[config.mk]
export PLATFORM = sky130hd
export DESIGN_NAME = multi_digit_lock_ctrl
export DESIGN_NICKNAME = d
export VERILOG_FILES = /design/src/rtl/lock_pkg.sv /design/src/rtl/lock_cycle_timer.sv /design/src/rtl/multi_digit_lock_ctrl.sv
export SDC_FILE = /design/constraint.sdc
export NUM_CORES = 1
export LEC_CHECK = 0
export CAP_MARGIN = 30
export CORE_MARGIN = 2
export CORE_UTILIZATION = 40
export DETAILED_ROUTE_END_ITERATION = 8
export SLEW_MARGIN = 40
export SYNTH_ARGS = -nofsm -noshare
export SYNTH_HDL_FRONTEND = slang
export SYNTH_SLANG_ARGS = --single-unit
[constraint.sdc]
create_clock -name clk -period 6.6 [get_ports clk]
set_clock_uncertainty 0.2 [all_clocks]
set_input_delay 0.66 -clock clk [delete_from_list [all_inputs] [get_ports clk]]
set_output_delay 0.66 -clock clk [all_outputs]
set_load 0.1 [all_outputs]
[src/rtl/lock_pkg.sv]
// Shared state encodings and 5-bit display symbols for the keypad lock and its segment driver.
package lock_pkg;

    localparam int unsigned STATE_W = 3;
    localparam int unsigned SYM_W   = 5;
    localparam int unsigned WORD_W  = 4 * SYM_W;

    typedef enum logic [STATE_W-1:0] {
        ST_LOCKED     = 3'd0,
        ST_ENTER_L    = 3'd1,
        ST_UNLOCKED   = 3'd2,
        ST_ENTER_U    = 3'd3,
        ST_NEW_PW     = 3'd4,
        ST_CONFIRM_PW = 3'd5,
        ST_LOCKOUT    = 3'd6
    } lock_state_e;

    // Symbols 0x00..0x0F are hex digits; C, d and E reuse their hex glyphs.
    localparam logic [SYM_W-1:0] SYM_C     = 5'h0C;
    localparam logic [SYM_W-1:0] SYM_D     = 5'h0D;
    localparam logic [SYM_W-1:0] SYM_E     = 5'h0E;
    localparam logic [SYM_W-1:0] SYM_L     = 5'h10;
    localparam logic [SYM_W-1:0] SYM_S     = 5'h11;
    localparam logic [SYM_W-1:0] SYM_O     = 5'h12;
    localparam logic [SYM_W-1:0] SYM_P     = 5'h13;
    localparam logic [SYM_W-1:0] SYM_N     = 5'h14;
    localparam logic [SYM_W-1:0] SYM_TIRE  = 5'h15;
    localparam logic [SYM_W-1:0] SYM_BLANK = 5'h1F;

    // Four-position status word shown in the non-entry states.
    function automatic logic [WORD_W-1:0] status_word(input lock_state_e st);
        logic [WORD_W-1:0] w;
        w = {4{SYM_BLANK}};
        case (st)
            ST_LOCKED:   w = {SYM_C, SYM_L, SYM_S, SYM_D};
            ST_UNLOCKED: w = {SYM_O, SYM_P, SYM_E, SYM_N};
            ST_LOCKOUT:  w = {4{SYM_TIRE}};
            default:     w = {4{SYM_BLANK}};
        endcase
        return w;
    endfunction

endpackage

[src/rtl/lock_cycle_timer.sv]
// Restartable cycle counter: done_c pulses on the PERIOD-th enabled cycle after load.
module lock_cycle_timer #(
    parameter int unsigned      CNT_W  = 32,
    parameter logic [CNT_W-1:0] PERIOD = '1
) (
    input  logic clk,
    input  logic rst,
    input  logic load,
    input  logic en,
    output logic done_c
);

    logic [CNT_W-1:0] cnt_q;
    logic [CNT_W-1:0] cnt_d;

    assign done_c = en && !load && (cnt_q == PERIOD - CNT_W'(1));

    always_comb begin
        cnt_d = cnt_q;
        if (load) begin
            cnt_d = '0;
        end else if (en) begin
            cnt_d = done_c ? '0 : cnt_q + CNT_W'(1);
        end
    end

    always_ff @(posedge clk or posedge rst) begin
        if (rst) begin
            cnt_q <= '0;
        end else begin
            cnt_q <= cnt_d;
        end
    end

endmodule

[src/rtl/multi_digit_lock_ctrl.sv]
// N-digit keypad lock with failed-attempt lockout and confirmed code change.
// Optional BLINK_EN macro blinks the entry cursor every BLINK_CYC cycles.
module multi_digit_lock_ctrl #(
    parameter int unsigned                   NUM_DIGITS  = 4,
    parameter int unsigned                   DIGIT_W     = 4,
    parameter int unsigned                   MAX_TRIES   = 3,
    parameter logic [31:0]                   LOCKOUT_CYC = 32'd500_000_000,
    parameter logic [31:0]                   BLINK_CYC   = 32'd50_000_000,
    parameter logic [NUM_DIGITS*DIGIT_W-1:0] RESET_CODE  = '0
) (
    input  logic                             clk,
    input  logic                             rst,
    input  logic                             ent,
    input  logic                             clr,
    input  logic                             change,
    input  logic [DIGIT_W-1:0]               sw,
    output logic [2:0]                       state_o,
    output logic                             locked_o,
    output logic                             lockout_o,
    output logic [$clog2(MAX_TRIES+1)-1:0]   fail_cnt_o,
    output logic                             pw_changed_o,
    output logic [5*NUM_DIGITS-1:0]          ssd_o
);
    import lock_pkg::*;

    localparam int unsigned CODE_W = NUM_DIGITS * DIGIT_W;
    localparam int unsigned IDX_W  = $clog2(NUM_DIGITS);
    localparam int unsigned FC_W   = $clog2(MAX_TRIES + 1);
    localparam int unsigned SSD_W  = SYM_W * NUM_DIGITS;

    lock_state_e       state_q, state_d;
    logic [IDX_W-1:0]  idx_q, idx_d;
    logic [CODE_W-1:0] entry_q, entry_d;
    logic [CODE_W-1:0] new_q, new_d;
    logic [CODE_W-1:0] code_q, code_d;
    logic [FC_W-1:0]   fail_q, fail_d;
    logic              pw_chg_q, pw_chg_d;
    logic              locked_q, locked_d;
    logic              lockout_q, lockout_d;
    logic [SSD_W-1:0]  ssd_q, ssd_d;

    logic [CODE_W-1:0] entry_wr;
    logic [CODE_W-1:0] full_code;
    logic              last_digit;
    logic              lockout_done_c;
    logic              cursor_on;

    lock_cycle_timer #(.CNT_W(32), .PERIOD(LOCKOUT_CYC)) u_lockout_timer (
        .clk    (clk),
        .rst    (rst),
        .load   (state_q != ST_LOCKOUT),
        .en     (state_q == ST_LOCKOUT),
        .done_c (lockout_done_c)
    );

`ifdef BLINK_EN
    logic phase_q, phase_d;
    logic blink_load;
    logic blink_tick_c;

    // Phase restarts with the digit visible whenever the cursor moves or the state changes.
    assign blink_load = (state_d != state_q) || (idx_d != idx_q);

    lock_cycle_timer #(.CNT_W(32), .PERIOD(BLINK_CYC)) u_blink_timer (
        .clk    (clk),
        .rst    (rst),
        .load   (blink_load),
        .en     (1'b1),
        .done_c (blink_tick_c)
    );

    always_comb begin
        phase_d = phase_q;
        if (blink_load) begin
            phase_d = 1'b0;
        end else if (blink_tick_c) begin
            phase_d = ~phase_q;
        end
    end

    always_ff @(posedge clk or posedge rst) begin
        if (rst) begin
            phase_q <= 1'b0;
        end else begin
            phase_q <= phase_d;
        end
    end

    assign cursor_on = ~phase_q;
`else
    assign cursor_on = 1'b1;
`endif

    // Entry buffer with the current digit written at the cursor; last digit compared straight from sw.
    always_comb begin
        entry_wr = entry_q;
        for (int p = 0; p < NUM_DIGITS; p++) begin
            if (int'(idx_q) == p) begin
                entry_wr[CODE_W-1-p*DIGIT_W -: DIGIT_W] = sw;
            end
        end
        full_code  = {entry_q[CODE_W-1:DIGIT_W], sw};
        last_digit = (idx_q == IDX_W'(NUM_DIGITS - 1));
    end

    // Next-state logic; clr outranks ent, which outranks change.
    always_comb begin
        state_d  = state_q;
        idx_d    = idx_q;
        entry_d  = entry_q;
        new_d    = new_q;
        code_d   = code_q;
        fail_d   = fail_q;
        pw_chg_d = 1'b0;

        case (state_q)
            ST_LOCKED: begin
                if (!clr && ent) begin
                    state_d = ST_ENTER_L;
                    idx_d   = '0;
                    entry_d = '0;
                end
            end
            ST_ENTER_L, ST_ENTER_U, ST_NEW_PW, ST_CONFIRM_PW: begin
                if (clr) begin
                    idx_d   = '0;
                    entry_d = '0;
                    if (state_q == ST_NEW_PW || state_q == ST_CONFIRM_PW) begin
                        state_d = ST_NEW_PW;
                        new_d   = '0;
                    end
                end else if (ent && !last_digit) begin
                    entry_d = entry_wr;
                    idx_d   = idx_q + IDX_W'(1);
                end else if (ent) begin
                    idx_d   = '0;
                    entry_d = '0;
                    case (state_q)
                        ST_ENTER_L: begin
                            if (full_code == code_q) begin
                                state_d = ST_UNLOCKED;
                                fail_d  = '0;
                            end else begin
                                fail_d  = fail_q + FC_W'(1);
                                state_d = (fail_q + FC_W'(1) == FC_W'(MAX_TRIES)) ? ST_LOCKOUT : ST_LOCKED;
                            end
                        end
                        ST_ENTER_U: begin
                            state_d = (full_code == code_q) ? ST_LOCKED : ST_UNLOCKED;
                        end
                        ST_NEW_PW: begin
                            state_d = ST_CONFIRM_PW;
                            new_d   = full_code;
                        end
                        default: begin
                            state_d = ST_UNLOCKED;
                            new_d   = '0;
                            if (full_code == new_q) begin
                                code_d   = new_q;
                                pw_chg_d = 1'b1;
                            end
                        end
                    endcase
                end
            end
            ST_UNLOCKED: begin
                if (!clr && ent) begin
                    state_d = ST_ENTER_U;
                    idx_d   = '0;
                    entry_d = '0;
                end else if (!clr && change) begin
                    state_d = ST_NEW_PW;
                    idx_d   = '0;
                    entry_d = '0;
                end
            end
            ST_LOCKOUT: begin
                if (lockout_done_c) begin
                    state_d = ST_LOCKED;
                    fail_d  = '0;
                end
            end
            default: begin
                state_d = ST_LOCKED;
                idx_d   = '0;
                entry_d = '0;
            end
        endcase

        locked_d  = !(state_d == ST_UNLOCKED || state_d == ST_NEW_PW || state_d == ST_CONFIRM_PW);
        lockout_d = (state_d == ST_LOCKOUT);
    end

    // Display follows the registered state, so it trails state_o by one cycle.
    always_comb begin
        ssd_d = {NUM_DIGITS{SYM_BLANK}};
        if (state_q == ST_LOCKED || state_q == ST_UNLOCKED || state_q == ST_LOCKOUT) begin
            ssd_d[SSD_W-1 -: WORD_W] = status_word(state_q);
        end else begin
            for (int p = 0; p < NUM_DIGITS; p++) begin
                if (p < int'(idx_q)) begin
                    ssd_d[SSD_W-1-p*SYM_W -: SYM_W] =
                        (state_q == ST_ENTER_L || state_q == ST_ENTER_U) ? SYM_TIRE :
                        SYM_W'(entry_q[CODE_W-1-p*DIGIT_W -: DIGIT_W]);
                end else if (p == int'(idx_q) && cursor_on) begin
                    ssd_d[SSD_W-1-p*SYM_W -: SYM_W] = SYM_W'(sw);
                end
            end
        end
    end

    always_ff @(posedge clk or posedge rst) begin
        if (rst) begin
            state_q   <= ST_LOCKED;
            idx_q     <= '0;
            entry_q   <= '0;
            new_q     <= '0;
            code_q    <= RESET_CODE;
            fail_q    <= '0;
            pw_chg_q  <= 1'b0;
            locked_q  <= 1'b1;
            lockout_q <= 1'b0;
            ssd_q     <= {status_word(ST_LOCKED), {(NUM_DIGITS-4){SYM_BLANK}}};
        end else begin
            state_q   <= state_d;
            idx_q     <= idx_d;
            entry_q   <= entry_d;
            new_q     <= new_d;
            code_q    <= code_d;
            fail_q    <= fail_d;
            pw_chg_q  <= pw_chg_d;
            locked_q  <= locked_d;
            lockout_q <= lockout_d;
            ssd_q     <= ssd_d;
        end
    end

    assign state_o      = state_q;
    assign locked_o     = locked_q;
    assign lockout_o    = lockout_q;
    assign fail_cnt_o   = fail_q;
    assign pw_changed_o = pw_chg_q;
    assign ssd_o        = ssd_q;

endmodule

# Word-level counts from Yosys, hierarchy flattened
# Cells that the tools add are included.
[totals]
mem_bits_rw = 0
rom_bits = 0
regBits = 106
wordCells = 153
latch_bits = 0
n_memories = 0
[classes]
n_bitwise = 4
n_shift = 0
n_addsub = 3
order_cmp = 3
n_reduce_logical = 30
n_eq_ne = 36
div = 0
multipliers = 0
mux = 64
[op_table]
columns = ["cell", "count"]
rows = [
  ["2-to-1 mux 16 bit", 10],
  ["2-to-1 mux 32 bit", 3],
  ["one-hot mux 16 bit (4 select lines)", 1],
  ["one-hot mux 20 bit (3 select lines)", 1],
  ["2-to-1 mux 5 bit", 10],
  ["adder 32 x 1 -> 32 bit, second input constant", 1],
  ["== test 16 bit", 2],
  ["== test 32 x 29 -> 1 bit, second input constant", 1],
  ["one-hot mux 16 bit (2 select lines)", 1],
  ["2-to-1 mux 3 bit", 10],
  ["2-to-1 mux 2 bit", 13],
  ["2-to-1 mux 20 bit", 1],
  ["AND reduction 5 bit", 4],
  ["== test 3 bit, second input constant", 6],
  ["2-to-1 mux 4 bit", 4],
  ["inequality test 4 bit, second input constant", 4],
  ["inequality test 2 bit, second input constant", 7],
  ["one-hot mux 3 bit (4 select lines)", 1],
  ["AND reduction 6 bit", 2],
  ["== test 3 x 2 -> 1 bit, second input constant", 3],
  ["one-hot mux 3 bit (3 select lines)", 1],
  ["== test 2 bit, second input constant", 4],
  ["one-hot mux 2 bit (4 select lines)", 1],
  ["logical OR 1 bit", 6],
  ["other kinds (21)", 43],
]

# Longest topological paths before layout
[depth]
depth_word = 13
mapped_depth = 9

# Modules after synthesis
# Synthesis repeated with hierarchy kept, for this count alone.
[unflattened]
hier_cells = 570
area_unflattened_um2 = 5592.9
[modules_own_cells]
columns = ["mod", "seq_area_each_um2", "cells_each", "n_inst", "area_each_um2"]
rows = [
  ["multi_digit_lock_ctrl", 1863.0, 364, 1, 3708.6],
  ["lock_cycle_timer", 800.8, 206, 1, 1884.3],
]

# Worst setup path after synthesis
# OpenSTA, ideal clock, no wires.
[synth_timing]
path_type = "reg2reg"
startpoint = "reg state_q[2], in the netlist state_o[2]"
endpoint = "reg code_q[0]"
path_stages_with_launch = 7
required_ns = 6.275
setup_ns = 0.125
setup_slack_ns = 3.854
arrival_ns = 2.421
n_path_buf = 2
path_cell_list = "dfrtp_1 nor2b_1 nand2_1 or4_1 buf_2 buf_6 mux2_2"
[synth_between]
elab_chain_len = 4
elab_cells_between_ends = 8
classes_between = "4 x eq/ne; 1 x bitwise; 3 x reduce/logical"
[synth_rtl]
columns = ["item", "line_no", "rtl"]
rows = [
  ["start, declared", "multi_digit_lock_ctrl.sv:31", "lock_state_e state_q, state_d;"],
  ["start signal, assigned", "multi_digit_lock_ctrl.sv:225", "state_q <= state_d;"],
  ["== test 3 bit, or another cell as far along", "multi_digit_lock_ctrl.sv:116, multi_digit_lock_ctrl.sv:138", ""],
  ["OR reduction 3 bit (no source line)", "--", ""],
  ["inverter 1 bit (no source line)", "--", ""],
  ["AND reduction 6 bit (no source line) (*)", "--", ""],
  ["end signal, assigned", "multi_digit_lock_ctrl.sv:229", "code_q <= code_d;"],
  ["end, declared", "multi_digit_lock_ctrl.sv:35", "logic [CODE_W-1:0] code_q, code_d;"],
]
# Every way passes the cells marked *; elsewhere a longest branch is shown, timed or not.
# A chain may end at the register's enable or synchronous reset.

# Final worst setup path
[layout_timing]
startpoint = "reg idx_q[1]"
endpoint = "reg code_q[13]"
[layout_between]
elab_chain_len = 5
[layout_rtl]
columns = ["item", "line_no", "rtl"]
rows = [
  ["start, declared", "multi_digit_lock_ctrl.sv:32", "logic [IDX_W-1:0] idx_q, idx_d;"],
  ["start signal, assigned", "multi_digit_lock_ctrl.sv:226", "idx_q <= idx_d;"],
  ["== test 2 bit", "multi_digit_lock_ctrl.sv:103", "last_digit = (idx_q == IDX_W'(NUM_DIGITS - 1));"],
  ["logical NOT 1 bit", "multi_digit_lock_ctrl.sv:132", "end else if (ent && !last_digit) begin"],
  ["logical AND 1 bit", "multi_digit_lock_ctrl.sv:132", ""],
  ["inverter 1 bit (no source line)", "--", ""],
  ["AND reduction 6 bit (no source line)", "--", ""],
]
# No other way between the ends.

==> metrics.yaml <==
slew_viol_final: 0
ctsHoldBuffers: 0
max_freq_mhz: 309
grt_pass1_vias: 3762
syn_to_final_growth_pct: 12.7
core.rowCount: 41
async_flop_share_pct: 100
finalHoldViolCount: 0
synth_edf_count: 0
crit_path_max_incr_delay_ps: 920
postCtsSetupBuffers: 0
hp-start: "code_q[11]"
power.density_nw_per_um2: 386
ys_seq_elements: 106
hold_slack_ps: 327
grt_max_degree: 73
place.gp.congestion: 0.850
post-place-ws_ps: 3150
synth.top_cell.area_share_pct: 46.3
setup_violations: 0
core_um2: 12700
cts_tree: "done"
hold_depth: 1
fillers: 1243
drtIter0Drc: 220
start_util_pct: 41.2
worstSetupPathType: "reg2reg"
maxCapViolCount: 0
worst_r2r_startpoint: "idx_q[1]"
endpoint_kind: "register"
avgViaCountPerCell: 5.41
root_buffer: "clkbuf_16"
reg2reg_slack_ps: 3370
path_cells: "ha_1 -> inv_1 -> nor2_1 -> nand2_1 -> or4_1 -> mux2_2"
rsz0062_at_grt: "no"
io_buffers: 36
grt_remaining_overflow: 0
finalWirelength_um: 11500
h-tree-depth: 3
critPathLaunchType: "register"
ys.flop_type: "dfrtp_1"
ios: 37
grt_usage_pct: 17.6
cts_resized: 0
die_y_um: 118
worstPathMaxFanout: 19
post-route-util_pct: 46.4
min_period_ps: 3230
synth.cell_area_um2: 5240
yosysWarnings: 0
die-area_um2: 14000
hpwl_um: 8090
post_drt_wl_per_cell_um: 16.3
crit_required_ps: 6640
yosysMostFrequentCell: "dfrtp_1"
yosysTopAreaCell: "dfrtp_1"
min_to: "code_q[11]"
leakage_uw: 0.00247
cts_sinks: 106
finalCritPeriodShare_pct: 49.0
drive_above_1_share_pct: 17.9
ant_nets: 0
fin_tns_setup_ps: 0
clock_latency_ps: 350
synthDistinctLibCells: 50
drtPass1Iterations: 7
drt_drc_violations_left: 0
dieWidth_um: 118
ir_drop_uv: 171
r2r_cells: 6
vias: 3808
clk_path_buf_depth: 2
nets: 542
syn_area_per_cell_um2: 10.3
cts-buffers-inserted: 9
grt_antenna_before_repair: 0
n_antenna_cell: 0
setup_ws_ps: 3370
syn_inst: 507
relSlewSlack_pct: 53.0
status: "completed"
ys_seq_area_share_pct: 50.8
path_clk_slew_ps: 70
crit_path_top_delay_cell: "or4_1"
synth_nets: 522
reg2reg_to: "code_q[13]"
worst_ep_arrival_time_ps: 3270
yosys-top-cells-area: "dfrtp_1 46%, xnor2_1 7.7%, mux2_2 6.2%, dfstp_2 4.5%, nor2_1 3.9%"
worstMarginPinSlew_ps: 704
grt_pass1_wl_um: 19500
min_path_type: "reg2reg"
synth_top_cells_by_count: "97 x dfrtp_1, 55 x nor2_1, 46 x xnor2_1, 29 x mux2_2, 27 x nand2_1"
==> stage by stage <==
| stage | cells | area, um^2 | total power, uW |
|---|---|---|---|
| 2_1_floorplan | 507 | 5240 | 1550 |
| 3_3_place_gp | 688 | 5710 | 1770 |
| 3_5_place_dp | 688 | 5570 | 1720 |
| 4_1_cts | 704 | 5900 | 2290 |
| 5_1_grt | 704 | 5910 | 2390 |
| 6_report | 704 | 5910 | 2280 |
==> logic make-up after synthesis <==
| logic type | synth area share [%] |
|---|---|
| compound gates | 10.8 |
| fa+ha+maj | 1.43 |
| buf+inv | 3.80 |
| simple gates | 15.9 |
| flops | 50.8 |
| xor+xnor | 10.2 |
| mux | 6.99 |
==> final cells by class <==
class	instances	area (um^2)	area share (%)
clock buffers	13	280	4.75
clock inverters	3	43.8	0.742
inverters	19	73.8	1.25
multi-input cells	353	2390	40.4
flip-flops and latches	106	2670	45.1
well taps	172	215	3.64
repair buffers	38	239	4.05
==> per-layer routing <==
layer	global-route usage [%]	vias to the layer above	wire (um)
li1	-	1809	-
met1	25.4	1874	5640
met2	25.9	112	5130
met3	3.09	13	541
met4	7.37	0	178
met5	0	-	0
==> registers in the layout, summed over array words and instances (netlist names) <==
signal / flops
idx_q: 2
locked_o: 1
ssd_o: 20
fail_cnt_o: 2
u_lockout_timer.cnt_q: 32
code_q: 16
pw_changed_o: 1
new_q: 16
lockout_o: 1
entry_q: 12
state_o: 3
==> cell usage in the layout (no fill, tap or decap), types with 13 or more instances in the layout <==
cell	count
a21oi_1	15
a22o_1	16
buf_2	28
dfrtp_1	95
inv_1	18
mux2_2	29
nand2_1	27
nand3_1	13
nor2_1	54
nor4_1	15
o21ai_0	26
xnor2_1	46
xor2_1	15
==> power by group <==
part	total, uW	internal, uW	leakage (uW)	switching, uW
clock	570	336	0.000162	233
combinational	871	193	0.000911	678
sequential	841	742	0.00140	99.0
==> critical path, delay by kind of cell (launching register included) <==
family | cells | cell delay [ps]
DFF | 1 | 470
muxes | 1 | 400
buffers and inverters | 1 | 180
and+or+nand+nor | 3 | 1260
adders and majority gates | 1 | 600
==> worst max path at each step <==
| stage | startpoint | end | slack [ps] | depth (start not counted) |
|---|---|---|---|---|
| floorplan | rst | code_q[0] | 2970 | 1 |
| global placement | sw[2] | code_q[11] | 3200 | 6 |
| detailed placement | sw[2] | code_q[13] | 3150 | 6 |
| CTS | idx_q[1] | code_q[13] | 3400 | 6 |
| global route | u_lockout_timer.cnt_q[2] | u_lockout_timer.cnt_q[11] | 3140 | 6 |
| finish | idx_q[1] | code_q[13] | 3370 | 6 |
Power figures use the tool's default switching activity.
